==> config.mk <==
export PLATFORM = sky130hd
export DESIGN_NAME = spi_fir_sequencer
export DESIGN_NICKNAME = d
export VERILOG_FILES = /design/src/rtl/spi_fir_pkg.sv /design/src/rtl/sync_fifo.sv /design/src/rtl/spi_fir_sequencer.sv
export SDC_FILE = /design/constraint.sdc
export NUM_CORES = 1
export LEC_CHECK = 0
export CORE_MARGIN = 10
export CORE_UTILIZATION = 48
export CTS_CLUSTER_SIZE = 10
export DETAILED_ROUTE_END_ITERATION = 12
export PLACE_DENSITY_LB_ADDON = 0.05
export SLEW_MARGIN = 20
export SYNTH_ARGS = -nofsm -noshare
export SYNTH_HDL_FRONTEND = slang
export SYNTH_SLANG_ARGS = --single-unit
==> constraint.sdc <==
create_clock -name clk -period 16.7 [get_ports clk]
set_input_delay 2.505 -clock clk [delete_from_list [all_inputs] [get_ports clk]]
set_output_delay 2.505 -clock clk [all_outputs]
set_load 0.02 [all_outputs]
==> src/rtl/spi_fir_pkg.sv <==
// Shared constants and assembler state encoding for the SPI <-> FIR sequencer.
package spi_fir_pkg;
    localparam int SAMPLE_BYTES = 2;
    localparam int OUT_BYTES    = 2;
    localparam int SW           = 8 * SAMPLE_BYTES;
    localparam int OW           = 8 * OUT_BYTES;

    localparam logic [0:0] ST_IDLE    = 1'b0;
    localparam logic [0:0] ST_COLLECT = 1'b1;
endpackage

==> src/rtl/sync_fifo.sv <==
// Synchronous FIFO with occupancy count; a push while full is accepted only
// when a pop happens in the same cycle.
module sync_fifo #(
    parameter int WIDTH = 16,
    parameter int DEPTH = 8
) (
    input  logic                     clk,
    input  logic                     rst,
    input  logic                     push,
    input  logic [WIDTH-1:0]         push_data,
    input  logic                     pop,
    output logic [WIDTH-1:0]         head,
    output logic [$clog2(DEPTH):0]   level,
    output logic                     full,
    output logic                     empty
);
    localparam int AW = $clog2(DEPTH);

    logic [WIDTH-1:0] mem [DEPTH];
    logic [AW-1:0]    wr_ptr, rd_ptr;
    logic             do_push, do_pop;

    assign full    = (level == ($clog2(DEPTH)+1)'(DEPTH));
    assign empty   = (level == '0);
    assign do_pop  = pop && !empty;
    assign do_push = push && (!full || do_pop);
    assign head    = mem[rd_ptr];

    always_ff @(posedge clk or posedge rst) begin
        if (rst) begin
            wr_ptr <= '0;
            rd_ptr <= '0;
            level  <= '0;
            for (int i = 0; i < DEPTH; i++) mem[i] <= '0;
        end else begin
            if (do_push) begin
                mem[wr_ptr] <= push_data;
                wr_ptr      <= AW'(wr_ptr + 1'b1);
            end
            if (do_pop) rd_ptr <= AW'(rd_ptr + 1'b1);
            case ({do_push, do_pop})
                2'b10:   level <= level + 1'b1;
                2'b01:   level <= level - 1'b1;
                default: level <= level;
            endcase
        end
    end
endmodule

==> src/rtl/spi_fir_sequencer.sv <==
// Assembles SPI bytes into samples for the FIR via a FIFO and serves FIR
// results back to the SPI slave one byte at a time.
module spi_fir_sequencer
    import spi_fir_pkg::*;
#(
    parameter int FIFO_DEPTH = 8
) (
    input  logic                         clk,
    input  logic                         rst,
    input  logic                         rx_valid,
    input  logic [7:0]                   rx_byte,
    input  logic                         ssel_active,
    output logic                         fir_in_valid,
    input  logic                         fir_in_ready,
    output logic [SW-1:0]                fir_in_data,
    input  logic                         fir_out_valid,
    input  logic [OW-1:0]                fir_out_data,
    output logic [7:0]                   tx_byte,
    output logic [$clog2(FIFO_DEPTH):0]  fifo_level,
    output logic                         overflow
);
    localparam int IW = (SAMPLE_BYTES > 1) ? $clog2(SAMPLE_BYTES) : 1;
    localparam int TW = (OUT_BYTES > 1) ? $clog2(OUT_BYTES) : 1;

    logic [0:0]     state;
    logic [IW-1:0]  byte_idx;
    logic [SW-1:0]  shift;
    logic [SW+7:0]  shift_ext;
    logic           accept, last_byte, push, pop, full, empty;

    // Bytes enter at the LSB; after SAMPLE_BYTES of them the first is at the MSB.
    assign shift_ext = {shift, rx_byte};
    assign accept    = rx_valid && ssel_active;
    assign last_byte = (byte_idx == IW'(SAMPLE_BYTES - 1));
    assign push      = accept && last_byte;
    assign pop       = fir_in_valid && fir_in_ready;

    always_ff @(posedge clk or posedge rst) begin
        if (rst) begin
            state    <= ST_IDLE;
            byte_idx <= '0;
            shift    <= '0;
        end else if (!ssel_active) begin
            state    <= ST_IDLE;
            byte_idx <= '0;
        end else if (accept) begin
            shift <= shift_ext[SW-1:0];
            if (last_byte) begin
                state    <= ST_IDLE;
                byte_idx <= '0;
            end else begin
                state    <= ST_COLLECT;
                byte_idx <= IW'(byte_idx + 1'b1);
            end
        end
    end

    sync_fifo #(.WIDTH(SW), .DEPTH(FIFO_DEPTH)) u_fifo (
        .clk       (clk),
        .rst       (rst),
        .push      (push),
        .push_data (shift_ext[SW-1:0]),
        .pop       (pop),
        .head      (fir_in_data),
        .level     (fifo_level),
        .full      (full),
        .empty     (empty)
    );

    assign fir_in_valid = !empty;

    always_ff @(posedge clk or posedge rst) begin
        if (rst)                          overflow <= 1'b0;
        else if (push && full && !pop)    overflow <= 1'b1;
    end

    logic [OW-1:0] pending, tx_reg, tx_sh;
    logic [TW-1:0] tx_idx;
    logic          ssel_d, msg_start;

    assign msg_start = ssel_active && !ssel_d;

    // tx_reg only reloads at message start so a mid-message result cannot tear the reply.
    always_ff @(posedge clk or posedge rst) begin
        if (rst) begin
            ssel_d  <= 1'b0;
            pending <= '0;
            tx_reg  <= '0;
            tx_idx  <= '0;
        end else begin
            ssel_d <= ssel_active;
            if (fir_out_valid) pending <= fir_out_data;
            if (msg_start) begin
                tx_reg <= fir_out_valid ? fir_out_data : pending;
                tx_idx <= '0;
            end else if (accept) begin
                tx_idx <= (tx_idx == TW'(OUT_BYTES - 1)) ? '0 : TW'(tx_idx + 1'b1);
            end
        end
    end

    assign tx_sh   = tx_reg << (8 * tx_idx);
    assign tx_byte = tx_sh[OW-1 -: 8];
endmodule

# Yosys cells after proc, flatten, opt, wreduce, memory -nomap -nowiden
# Cells that the tools add are included.
[totals]
register_bits = 182
input_bits = 30
elab_cells = 66
[op_classes]
addsub = 6
n_lt_le_gt_ge = 3
n_eq_ne = 4
shift = 1
muxes = 14
n_bitwise = 2
n_reduce_logical = 18
[ops]
columns = ["operator", "count"]
rows = [
  ["$bwmux 128", 1],
  ["$mux 16", 4],
  ["$bmux 16 s3", 1],
  ["$demux 16 s3", 1],
  ["$shl 16x4->16", 1],
  ["$logic_and 1x1->1", 9],
  ["$ge 4x4->1 const B", 2],
  ["$not 3->4", 2],
  ["$pmux 4 s2", 1],
  ["$add 3x1->3 const B", 2],
  ["$mux 1", 6],
  ["$add 4x1->4 const B", 1],
  ["$eq 4x4->1 const B", 1],
  ["$logic_not 1->1", 4],
  ["$logic_not 4->1", 1],
  ["$lt 4x1->1 const B", 1],
  ["$reduce_bool 2->1", 2],
  ["$sub 4x1->4 const B", 1],
  ["$add 1x1->1 const B", 2],
  ["$eq 2x1->1 const B", 1],
  ["$eq 2x2->1 const B", 1],
  ["$ne 2x1->1 const B", 1],
  ["$reduce_and 2->1", 1],
  ["$logic_or 1x1->1", 1],
]

# Depth between registers and ports, before layout
# Gate-level depths: netlist of the first run.
[depth]
ltp_word = 8
ltp_mapped = 11
mapped_depth_nobuf = 9

# Hierarchy
# Synthesis of the first run repeated with hierarchy kept, for this count alone.
[hier_totals]
cells_unflattened = 506
area_unflattened_um2 = 8509.4
[modules_own_cells]
columns = ["mod", "instances", "cells_per_inst", "area_per_inst_um2", "seq_area_each_um2"]
rows = [
  ["sync_fifo", 1, 396, 6650.1, 3453.3],
  ["spi_fir_sequencer", 1, 110, 1859.3, 1101.1],
]

# Worst setup path after synthesis of the first run
# Ideal clock, no wire load.
[synth_path]
path_kind = "input port to flip-flop"
from = "input port fir_in_ready"
to = "register u_fifo.level[3]"
arrival_ps = 4457
required_time_ps = 16557
path_slack_ps = 12100
path_stages = 8
path_cell_list = "nor2b_1 -> buf_4 -> a21oi_1 -> inv_1 -> ha_1 -> or3b_2 -> a2111oi_0 -> o221ai_1"
[synth_between]
elab_chain_cells = 6
elab_cells_between_ends = 8
cone_classes = "eq/ne (2); mux (1); reduce/logical (5)"
[synth_rtl]
columns = ["item", "line_no", "text"]
rows = [
  ["start: declaration", "spi_fir_sequencer.sv:14", "input logic fir_in_ready,"],
  ["$logic_and 1x1->1 *", "spi_fir_sequencer.sv:36", "assign pop = fir_in_valid && fir_in_ready;"],
  ["$logic_and 1x1->1 *", "sync_fifo.sv:25", "assign do_pop = pop && !empty;"],
  ["$logic_or 1x1->1", "sync_fifo.sv:26", "assign do_push = push && (!full || do_pop);"],
  ["$logic_and 1x1->1", "sync_fifo.sv:26", ""],
  ["$eq 2x1->1 or $eq 2x2->1 (tied branches)", "sync_fifo.sv:41", "case ({do_push, do_pop})"],
  ["$pmux 4 s2 or $reduce_bool 2->1 (tied branches)", "-", ""],
  ["end signal: assignment", "sync_fifo.sv:42", "2'b10: level <= level + 1'b1;"],
  ["end signal: assignment", "sync_fifo.sv:43", "2'b01: level <= level - 1'b1;"],
  ["end signal: assignment", "sync_fifo.sv:44", "default: level <= level;"],
  ["end: declaration", "sync_fifo.sv:13", "output logic [$clog2(DEPTH):0] level,"],
]
# Every way passes the cells marked *; elsewhere a longest branch is shown, timed or not.
# A chain may end at the register's enable or synchronous reset.

# Worst setup path after layout of the first run
[layout_path]
from = "register u_fifo.rd_ptr[0]"
to = "output port fir_in_data[14]"
[layout_between]
elab_chain_cells = 4
[layout_rtl]
columns = ["item", "line_no", "text"]
rows = [
  ["start: declaration", "sync_fifo.sv:20", "logic [AW-1:0] wr_ptr, rd_ptr;"],
  ["start signal: assignment", "sync_fifo.sv:40", "if (do_pop) rd_ptr <= AW'(rd_ptr + 1'b1);"],
  ["$not 3->4 (implied by the code)", "sync_fifo.sv:27", "assign head = mem[rd_ptr];"],
  ["$bmux 16 s3", "sync_fifo.sv:27", ""],
  ["$mux 16 (implied by the code) (2 in series)", "sync_fifo.sv:27", ""],
  ["end: declaration", "spi_fir_sequencer.sv:15", "output logic [SW-1:0] fir_in_data,"],
]
# Every way passes these cells. The select of a mux whose other input is x is not followed.

==> summary.md, run 1 <==
| Metric | Value |
|---|---|
| Result of the run | finished clean |
| Layout Nets | approximately 600 |
| Most used DFF post-synth | sky130_fd_sc_hd__dfrtp_1 |
| Initial standard-cell utilization of the core | about half |
| Setup ws final | roughly 11 ns |
| Length of the first detailed-routing pass in iterations | 4 |
| Most common cell after layout, fill and taps aside | sky130_fd_sc_hd__dfrtp_1 |
| Count of pins over their slew limit | 0 |
| Antenna violations before repair | 0 |
| Iter 0 DRT Violations | between 200 and 250 |
| Row Count | 48 |
| Number of hold buffers added after CTS | 0 |
| Max Root-Sink Buffers | 2 |
| Total number of H-tree levels | 4 |
| Crit path DAT | around 2.9 ns |
| CTS tree | done |
| Fraction of power spent switching nets | slightly below 30% |
| Flip-flop count of the largest register after layout | ~130 |
| Maximum fanout along the worst path | 28 |
| Full die area | between 0.02 and 0.025 mm² |
| Detailed placement HPWL | around 10 mm |
| CTS-repair resized insts | 0 |
| Max transition margin | about 28% |
| Aggregate global-route resource usage | between 10% and 20% |
| Die span in x | 152 µm |
| Cell internal power dissipation | 0.00113 W |
| Cell Area, Synth | approximately 0.0084 mm² |
| Setup violations, final | 0 |
| Weighted congestion reported at the end of routability-driven placement | 0.767 |
| Number of enable flip-flop cells after synthesis | 0 |
| Share of the cycle needed by the critical path after routing | 32.4% |
| # clock sinks | approximately 180 |
| Distinct cell type count of the synthesized netlist | 38 |
| Buffers inserted during post-CTS setup optimization | 0 |
| Worst min-delay path class | flip-flop to flip-flop |
| Final sum of negative setup slack | 0 ns |
| Count of buffers inserted at the top-level ports | between 50 and 60 |
| Gr ovfl total | 0 |
| Fraction of layout instances using a drive strength above 1 | around 44% |
| Combinational power share | approximately 32% |
| Global-route wire length before repair | between 20 and 30 mm |
| Clock Power Share | between 20% and 30% |
| Relative area change from synthesis to final layout | 16.4% |
| Fraction of power consumed by sequential logic | 41.6% |
| Crit end category | output port |
| Detailed-route wire length per cell | between 20 and 25 µm |
| TritonCTS buffer count | 17 |
| Measured slew at the worst slew-check pin | approximately 1.1 ns |
| Vias per cell | 5.44 |
| Total via count after detailed routing | 4,350 |
| Minimum clock period after layout | 5.41 ns |
| Via count of the first global-routing pass | 4,870 |
| Antenna fix cells | 0 |
| Synthesized instance count | 502 |
| Start-to-end type of the worst setup path | flip-flop to output port |
| Async SR Flop Fraction | 100% |
| Flop2flop setup slack | approximately 13 ns |
| Die height | approximately 150 µm |
| Reported max-cap violation count | 0 |
| Number of synthesized register bits | 182 |
| Total power per unit cell area | around 160 mW/mm² |
| Detailed Route WL | roughly 17 mm |
| Remaining design rule violation count | 0 |
| Syn nets | between 500 and 600 |
| Antenna viol nets, final | 0 |
| Max Clock Freq | about 0.18 GHz |
| Insertion delay of the later-clocked pin in the worst-skew pair | 0.43 ns |
| Core footprint | about 0.017 mm² |
| Worst Clk Skew | approximately 0.0050 ns |
| Type of element launching the critical path | flip-flop |
| Synth warn | 0 |
| Clk Tree Root Cell | sky130_fd_sc_hd__clkbuf_16 |
| Register clock-pin slew on the reported worst setup and hold paths | 0.06 ns |
| Post-synthesis average cell area | around 17 µm² |
| Commonest cells after routing, fill and taps aside | sky130_fd_sc_hd__dfrtp_1, sky130_fd_sc_hd__mux2_2, sky130_fd_sc_hd__clkdlybuf4s50_1 |
| Max IR drop VDD | approximately 0.19 mV |
| Setup repair after global routing missed its margin | no |
| Final hold violations | 0 |
| Sw Pwr | ~0.00047 W |
| Worst hold slack | approximately 0.48 ns |
| WP data required | 14.20 ns |
| Leakage | between 4 and 5 nW |
| Pin count of the biggest net entering global routing | 107 |
| Filler Cells Inserted | 1,413 |
| Seq/Total Area, Yosys | a little over half |
| I/O pin count | 60 |
| Pre-CTS worst setup slack | between 10 and 15 ns |
-- power by group through the flow --
stage | registers (W) | clock network, W | logic, W
after floorplan | 0.000630 | 0 | 0.000405
after global placement | 0.000666 | 0 | 0.000519
after detailed placement | 0.000673 | 0 | 0.000528
after CTS | 0.000666 | 0.000428 | 0.000530
after global routing | 0.000685 | 0.000447 | 0.000563
final | 0.000665 | 0.000416 | 0.000519
-- routing by layer --
layer | global-route usage (%) | vias up | wire length [µm]
met3 | 3.84 | 16 | 516
met5 | 0 | - | 0
li1 | - | 1981 | -
met2 | 23.9 | 57 | 8160
met1 | 20.0 | 2296 | 7770
met4 | 4.26 | 0 | 132
-- worst max-delay path, stage by stage (launching register included) --
cell and delay (ns):
sky130_fd_sc_hd__dfrtp_2 0.49, sky130_fd_sc_hd__buf_4 0.54, sky130_fd_sc_hd__mux4_2 0.59, sky130_fd_sc_hd__mux2_2 0.30
sky130_fd_sc_hd__clkdlybuf4s50_1 0.55
-- cells in the mapped netlist (all sizes together) (2+ instances only) --
cell type	count	area (µm²)
ha	5	62.6
xor2	4	35.0
mux2	195	2310
or4	2	15.0
nand3	3	15.0
nand2	3	11.3
clkbuf	7	26.3
and2	2	12.5
inv	5	18.8
nor2b	2	12.5
nand3b	4	30.0
xnor2	5	43.8
a21oi	3	15.0
or3b	4	35.0
buf	23	191
a211oi	8	160
mux4	32	721
dfrtp	182	4550
-- cell type report --
cell class                 count  area, µm²  share of cell area (%)
sequential                   182       4560                    46.8
timing repair buffer          71        681                    6.99
clock buffer                  24        502                    5.15
clock inverter                 7        118                    1.21
multi-input combinational    285       3580                    36.8
inverter                       5       23.8                   0.244
tap                          225        282                    2.89
-- stage by stage --
| step | cells | total power, W | instance area [µm²] | util, % |
|---|---|---|---|---|
| after floorplan | 502 | 0.00103 | 8370 | - |
| after global placement | 768 | 0.00119 | 9120 | 53.1 |
| after detailed placement | 768 | 0.00120 | 9120 | 53.1 |
| after CTS | 799 | 0.00162 | 9740 | 56.7 |
| after global routing | 799 | 0.00170 | 9740 | 56.7 |
| final | 799 | 0.00160 | 9740 | 56.7 |
-- cells by family (layout without fill, tap and decap cells) --
logic type	Yosys count	in the layout	share of synthesized area, %
multiplexers	228	228	36.3
flip-flops	182	182	54.4
buffers and inverters	35	107	2.83
AND/OR/NAND/NOR	26	26	2.08
AO/OA/AOI/OAI	17	17	2.68
XOR/XNOR	9	9	0.942
adder cells (fa/ha/maj)	5	5	0.747
-- final timing paths --
kind                                   from              end  cells past startpoint
min in group asynchronous               rst   u_fifo.mem[57]                      2
setup reg to reg            u_fifo.level[3]  u_fifo.level[3]                      7
hold reg to reg                    overflow         overflow                      1
max in group asynchronous               rst   u_fifo.mem[90]                      3
hold / removal                     overflow         overflow                      1
setup / recovery           u_fifo.rd_ptr[0]  fir_in_data[14]                      4
(Power assumes the default switching activity.)
==> run 2: changes to the inputs <==
==> constraint.sdc (replaced) <==
create_clock -name clk -period 4.9 [get_ports clk]
set_input_delay 0.735 -clock clk [delete_from_list [all_inputs] [get_ports clk]]
set_output_delay 0.735 -clock clk [all_outputs]
set_load 0.02 [all_outputs]
==> summary.md, run 2 (same netlist as run 1, synthesis figures left out) <==
| Metric | Value |
|---|---|
| Minimum clock period after layout | between 3 and 4 ns |
| Antenna viol nets, final | 0 (unchanged) |
| Layout Nets | 599 (+0.34%) |
| Flop2flop setup slack | 2.15 ns (-11.34 ns) |
| WP data required | 4.16 ns (-10.04 ns) |
| Final hold violations | 0 (unchanged) |
| Worst Clk Skew | 0.00663 ns (+0.00159 ns) |
| Detailed-route wire length per cell | 21.0 µm (+1.2%) |
| Hold path depth | 1 (unchanged) |
| Total number of H-tree levels | 4 (unchanged) |
| Commonest cells after routing, fill and taps aside | sky130_fd_sc_hd__dfrtp_1, sky130_fd_sc_hd__mux2_2, sky130_fd_sc_hd__clkdlybuf4s50_1 |
| Total power per unit cell area | 564 mW/mm² (+240%) |
| Worst min-delay path class | flip-flop to flip-flop |
| Endpoint of the lowest-slack register-to-register path | u_fifo.level[3] |
| Setup violations, final | 0 (unchanged) |
| Length of the first detailed-routing pass in iterations | 4 (unchanged) |
| Initial standard-cell utilization of the core | 48.7% (unchanged) |
| Iter 0 DRT Violations | 248 (+22%) |
| TritonCTS buffer count | 17 (unchanged) |
| Setup repair after global routing missed its margin | no |
| Result of the run | finished clean |
| Power consumption | 0.00554 W (+250%) |
| Antenna violations before repair | 0 (unchanged) |
| Area occupied by multi-input gates | 0.00358 mm² (unchanged) |
| Total area of sequential cells | 0.00456 mm² (unchanged) |
| Via count of the first global-routing pass | 4,784 (-1.8%) |
| Buffers inserted during post-CTS setup optimization | 0 (unchanged) |
| Crit end category | output port |
| I/O pin count | 60 (unchanged) |
| Detailed placement HPWL | 9.79 mm (-2.2%) |
| Detailed Route WL | 16.8 mm (+1.5%) |
| Maximum fanout along the worst path | 19 (-32%) |
| Row Count | 48 (unchanged) |
| Max transition margin | 25.6% (-2.7 points) |
| Count of pins over their slew limit | 0 (unchanged) |
| Measured slew at the worst slew-check pin | 1.12 ns (+0.0400 ns) |
| Die height | 152 µm (unchanged) |
| Clk Tree Root Cell | sky130_fd_sc_hd__clkbuf_16 |
| Fraction of layout instances using a drive strength above 1 | 44.7% (+0.46 points) |
| Worst hold slack | 0.484 ns (+0.00876 ns) |
| Number of hold buffers added after CTS | 0 (unchanged) |
| Global-route wire length before repair | 27.4 mm (-2.1%) |
| Die span in x | 152 µm (unchanged) |
| CTS-repair resized insts | 0 (unchanged) |
| # clock sinks | 182 (unchanged) |
| Relative area change from synthesis to final layout | 17.2% |
| Hold wc startpoint | u_fifo.mem[22] |
| Final Util | 57.1% (+0.39 points) |
| Register clock-pin slew on the reported worst setup and hold paths | 0.06 ns (about the same) |
| Count of buffers inserted at the top-level ports | 59 (unchanged) |
| Insertion delay of the later-clocked pin in the worst-skew pair | 0.43 ns (about the same) |
| Antenna fix cells | 0 (unchanged) |
| Total via count after detailed routing | 4,454 (+2.4%) |
| Filler Cells Inserted | 1,362 (-3.6%) |
| Reported max-cap violation count | 0 (unchanged) |
| Weighted congestion reported at the end of routability-driven placement | 0.740 (-3.6%) |
| Final sum of negative setup slack | 0 ns (unchanged) |
| Flip-flop count of the largest register after layout | 128 (unchanged) |
| Core footprint | 0.0172 mm² (unchanged) |
| Start-to-end type of the worst setup path | flip-flop to output port |
| Aggregate global-route resource usage | 14.8% (-0.24 points) |
| Max IR drop VDD | 0.567 mV (+200%) |
| Full die area | 0.0231 mm² (unchanged) |
| Type of element launching the critical path | flip-flop |
| Pin count of the biggest net entering global routing | 183 (+71%) |
| Vias per cell | 5.55 (+2.0%) |
| Worst-case hold path end point | u_fifo.mem[22] |
| Cell depth of the worst flop-to-flop path | 8 (+1) |
| Remaining design rule violation count | 0 (unchanged) |
| Max Root-Sink Buffers | 2 (unchanged) |
| Most common cell after layout, fill and taps aside | sky130_fd_sc_hd__dfrtp_1 |
| Gr ovfl total | 0 (unchanged) |
| Max Clock Freq | between 0.2 and 0.3 GHz |
| Crit Reg-Reg Startpoint | u_fifo.level[2] |
| CTS tree | done |
| Leakage | 4.34 nW (+0.57%) |
| Share of the cycle needed by the critical path after routing | between 70% and 80% |
| Crit path DAT | 2.87 ns (-0.04 ns) |
## run 2: cell types whose count changed in the layout (fill, tap and decap cells not counted), sizes merged
| cell | previous run | this run |
|---|---|---|
| clkbuf | 24 | 19 |
| clkinv | 1 | 4 |
| buf | 12 | 14 |
| bufinv | 3 | 5 |
| clkinvlp | 3 | 5 |
| inv | 5 | 4 |
## run 2: per-layer routing
metal  vias up  GRT usage (%)  wire [µm]
li1       1986              -          -
met1      2384           19.7       7830
met2        73           23.5       8200
met3        11           3.56        624
met4         0           4.68        173
met5         -              0          0
## run 2: power by group
part	internal [W]	switching, W	leakage (nW)
Sequential	0.00193	0.000364	2.36
Combinational	0.00105	0.000696	1.68
Clock	0.000916	0.000575	0.305
## run 2: how the worst max path moves through the flow
stage	startpoint	endpoint	slack (ns)	cells after the start
3_3_place_gp	ssel_active	u_fifo.level[3]	1.61	9
6_report	u_fifo.rd_ptr[0]	fir_in_data[10]	1.29	4
5_1_grt	u_fifo.rd_ptr[0]	fir_in_data[11]	1.17	4
3_5_place_dp	ssel_active	u_fifo.level[3]	1.49	9
2_1_floorplan	rst	byte_idx	1.83	1
4_1_cts	u_fifo.rd_ptr[0]	fir_in_data[11]	1.21	4
## run 2: per-stage QoR
step / instances / setup slack, ns / area, µm²
2_1_floorplan: 502 / 1.83 / 8370
3_3_place_gp: 770 / 1.61 / 9160
3_5_place_dp: 770 / 1.49 / 9160
4_1_cts: 802 / 1.21 / 9810
5_1_grt: 802 / 1.17 / 9810
6_report: 802 / 1.29 / 9810
## run 2: cell type report
type / count / share of cell area [%]
Timing Repair Buffer: 73 / 7.35
Tap cell: 225 / 2.87
Clock inverter: 13 / 2.08
Multi-Input combinational cell: 285 / 36.5
Clock buffer: 19 / 4.52
Inverter: 5 / 0.230
Sequential cell: 182 / 46.4
## run 2: worst max-delay path, stage by stage, from the launching register on
cell                              delay, ns
sky130_fd_sc_hd__dfrtp_2               0.79
sky130_fd_sc_hd__buf_12                0.28
sky130_fd_sc_hd__mux4_2                0.52
sky130_fd_sc_hd__mux2_2                0.27
sky130_fd_sc_hd__clkdlybuf4s50_1       0.56
==> run 3: changes to the inputs <==
==> constraint.sdc (replaced) <==
create_clock -name clk -period 3.63 [get_ports clk]
set_input_delay 0.5445 -clock clk [delete_from_list [all_inputs] [get_ports clk]]
set_output_delay 0.5445 -clock clk [all_outputs]
set_load 0.02 [all_outputs]
==> summary.md, run 3 (same netlist as run 1, synthesis figures left out) <==
| Metric | Value |
|---|---|
| I/O pin count | 60 (unchanged) |
| Cell depth of the worst flop-to-flop path | 8 (unchanged) |
| Remaining design rule violation count | 0 (unchanged) |
| Clock Power Share | 24.6% (-2.3 points) |
| Global-route wire length before repair | 27.6 mm (+0.98%) |
| Die height | 152 µm (unchanged) |
| Insertion delay of the later-clocked pin in the worst-skew pair | 0.42 ns (about the same) |
| Clk Tree Root Cell | sky130_fd_sc_hd__clkbuf_16 |
| Max IR drop VDD | 0.544 mV (-4.2%) |
| Fraction of power consumed by sequential logic | 41.5% (about the same) |
| Setup repair after global routing missed its margin | no |
| Gr ovfl total | 0 (unchanged) |
| Layout Nets | 602 (+0.50%) |
| Number of hold buffers added after CTS | 0 (unchanged) |
| Hold wc startpoint | overflow |
| Cell internal power dissipation | 0.00509 W (+30%) |
| Max Root-Sink Buffers | 2 (unchanged) |
| Vias per cell | 5.49 (-1.2%) |
| Reported max-cap violation count | 0 (unchanged) |
| Endpoint of the lowest-slack register-to-register path | u_fifo.level[3] |
| Detailed Route WL | 16.7 mm (-0.86%) |
| Final hold violations | 0 (unchanged) |
| Crit-path max cell delay | 0.56 ns (-0.23 ns) |
| Fraction of layout instances using a drive strength above 1 | 44.8% (+0.11 points) |
| TritonCTS buffer count | 17 (unchanged) |
| Worst Clk Skew | 0.0183 ns (+0.0117 ns) |
| Final std cells w/o fill | 805 (+0.37%) |
| Final sum of negative setup slack | 0 ns (unchanged) |
| Filler Cells Inserted | 1,348 (-1.0%) |
| # clock sinks | 182 (unchanged) |
| Pre-CTS worst setup slack | 0.634 ns (-0.860 ns) |
| Leakage | 4.34 nW (about the same) |
| Result of the run | finished clean |
| Detailed-route wire length per cell | 20.7 µm (-1.2%) |
| Sw Pwr | 0.00220 W (+35%) |
| Final Util | 56.9% (-0.15 points) |
| Start-to-end type of the worst setup path | flip-flop to output port |
| Minimum clock period after layout | between 3 and 4 ns |
| Number of cells in the design after placement | 773 (+0.39%) |
| Iter 0 DRT Violations | 176 (-29%) |
| Relative area change from synthesis to final layout | 16.9% |
| Row Count | 48 (unchanged) |
| Setup violations, final | 0 (unchanged) |
| Antenna viol nets, final | 0 (unchanged) |
| Flop2flop setup slack | 0.80 ns (-1.35 ns) |
| Weighted congestion reported at the end of routability-driven placement | 0.759 (+2.7%) |
| Total number of H-tree levels | 4 (unchanged) |
| WP data required | 3.09 ns (-1.07 ns) |
| Power consumption | 0.00729 W (+32%) |
| Hold path depth | 1 (unchanged) |
| Die span in x | 152 µm (unchanged) |
| Core footprint | 0.0172 mm² (unchanged) |
| Max transition margin | 37.4% (+12 points) |
| Total power per unit cell area | 745 mW/mm² (+32%) |
| Antenna fix cells | 0 (unchanged) |
| Crit end category | output port |
| Initial standard-cell utilization of the core | 48.7% (unchanged) |
| Worst min-delay path class | flip-flop to flip-flop |
| Commonest cells after routing, fill and taps aside | sky130_fd_sc_hd__dfrtp_1, sky130_fd_sc_hd__mux2_2, sky130_fd_sc_hd__clkdlybuf4s50_1 |
| Measured slew at the worst slew-check pin | 0.937 ns (-0.179 ns) |
| Detailed placement HPWL | 10.2 mm (+4.0%) |
| Antenna violations before repair | 0 (unchanged) |
| Share of the cycle needed by the critical path after routing | 84.5% |
| Crit path DAT | 2.52 ns (-0.35 ns) |
| CTS tree | done |
| Pin count of the biggest net entering global routing | 78 (-57%) |
| Via count of the first global-routing pass | 4,911 (+2.7%) |
| Fraction of power spent switching nets | 30.2% (+0.67 points) |
| Flip-flop count of the largest register after layout | 128 (unchanged) |
| Most common cell after layout, fill and taps aside | sky130_fd_sc_hd__dfrtp_1 |
| CTS-repair resized insts | 0 (unchanged) |
| Worst-case hold path end point | overflow |
| Total via count after detailed routing | 4,419 (-0.79%) |
| Count of buffers inserted at the top-level ports | 59 (unchanged) |
| Combinational power share | 33.9% (+2.3 points) |
| Max stage delay cell, worst path | sky130_fd_sc_hd__clkdlybuf4s50_1 |
| Crit Reg-Reg Startpoint | u_fifo.level[2] |
| Aggregate global-route resource usage | 14.9% (+0.059 points) |
| Count of pins over their slew limit | 0 (unchanged) |
| Launch point of the worst path | u_fifo.rd_ptr[0] |
| Type of element launching the critical path | flip-flop |
| Full die area | 0.0231 mm² (unchanged) |
| Buffers inserted during post-CTS setup optimization | 0 (unchanged) |
| Maximum fanout along the worst path | 32 (+13) |
| Length of the first detailed-routing pass in iterations | 4 (unchanged) |
| Register clock-pin slew on the reported worst setup and hold paths | 0.07 ns (about the same) |
| Cell Chain, Critical Path | buf_12 -> mux4_2 -> mux2_2 -> clkdlybuf4s50_1 |
| Max Clock Freq | 0.326 GHz |
| Setup ws final | 0.563 ns (-0.731 ns) |
-- run 3: cell types whose count changed in the layout (fill, tap and decap cells not counted) --
cell / delta
sky130_fd_sc_hd__clkbuf_1: +1
sky130_fd_sc_hd__clkinvlp_4: -2
sky130_fd_sc_hd__bufinv_16: -3
sky130_fd_sc_hd__buf_12: +2
sky130_fd_sc_hd__inv_6: +2
sky130_fd_sc_hd__buf_4: +1
sky130_fd_sc_hd__clkinv_2: +2
-- run 3: through the flow --
step / area (µm²) / hold slack (ns)
final: 9780 / 0.481
after global routing: 9780 / 0.499
after CTS: 9780 / 0.485
after detailed placement: 9210 / 0.471
after global placement: 9210 / 0.462
after floorplan: 8370 / 0.452
-- run 3: cell type report --
class | instances | area (µm²) | area share, %
Inverter | 5 | 22.5 | 0.230
Tap cell | 225 | 282 | 2.88
Clock inverter | 12 | 126 | 1.29
Multi-Input combinational cell | 285 | 3580 | 36.6
Sequential cell | 182 | 4560 | 46.6
Timing Repair Buffer | 76 | 768 | 7.85
Clock buffer | 20 | 447 | 4.57
-- run 3: how the worst max path moves through the flow --
stage / endpoint / cells past startpoint
after detailed placement: u_fifo.level[3] / 8
after global placement: u_fifo.level[3] / 8
after CTS: fir_in_data[11] / 4
final: fir_in_data[12] / 4
after global routing: fir_in_data[12] / 4
after floorplan: byte_idx / 1
-- run 3: critical path: cells and delay by family, from the launching register on --
family	cells	cell delay, ns
buffers and inverters	2	0.84
flip-flops	1	0.41
multiplexers	2	0.84
-- run 3: layer usage --
layer | up-vias | wire [µm] | track usage [%]
li1 | 1994 | - | -
met1 | 2355 | 7830 | 19.4
met2 | 66 | 8300 | 24.4
met3 | 4 | 467 | 2.96
met4 | 0 | 91 | 4.68
met5 | - | 0 | 0
-- run 3: power groups by stage --
stage	clock network (W)	registers, W	logic [W]
3_3_place_gp	0	0.00301	0.00247
5_1_grt	0.00193	0.00311	0.00267
2_1_floorplan	0	0.00290	0.00186
6_report	0.00180	0.00302	0.00247
3_5_place_dp	0	0.00306	0.00251
4_1_cts	0.00185	0.00302	0.00253
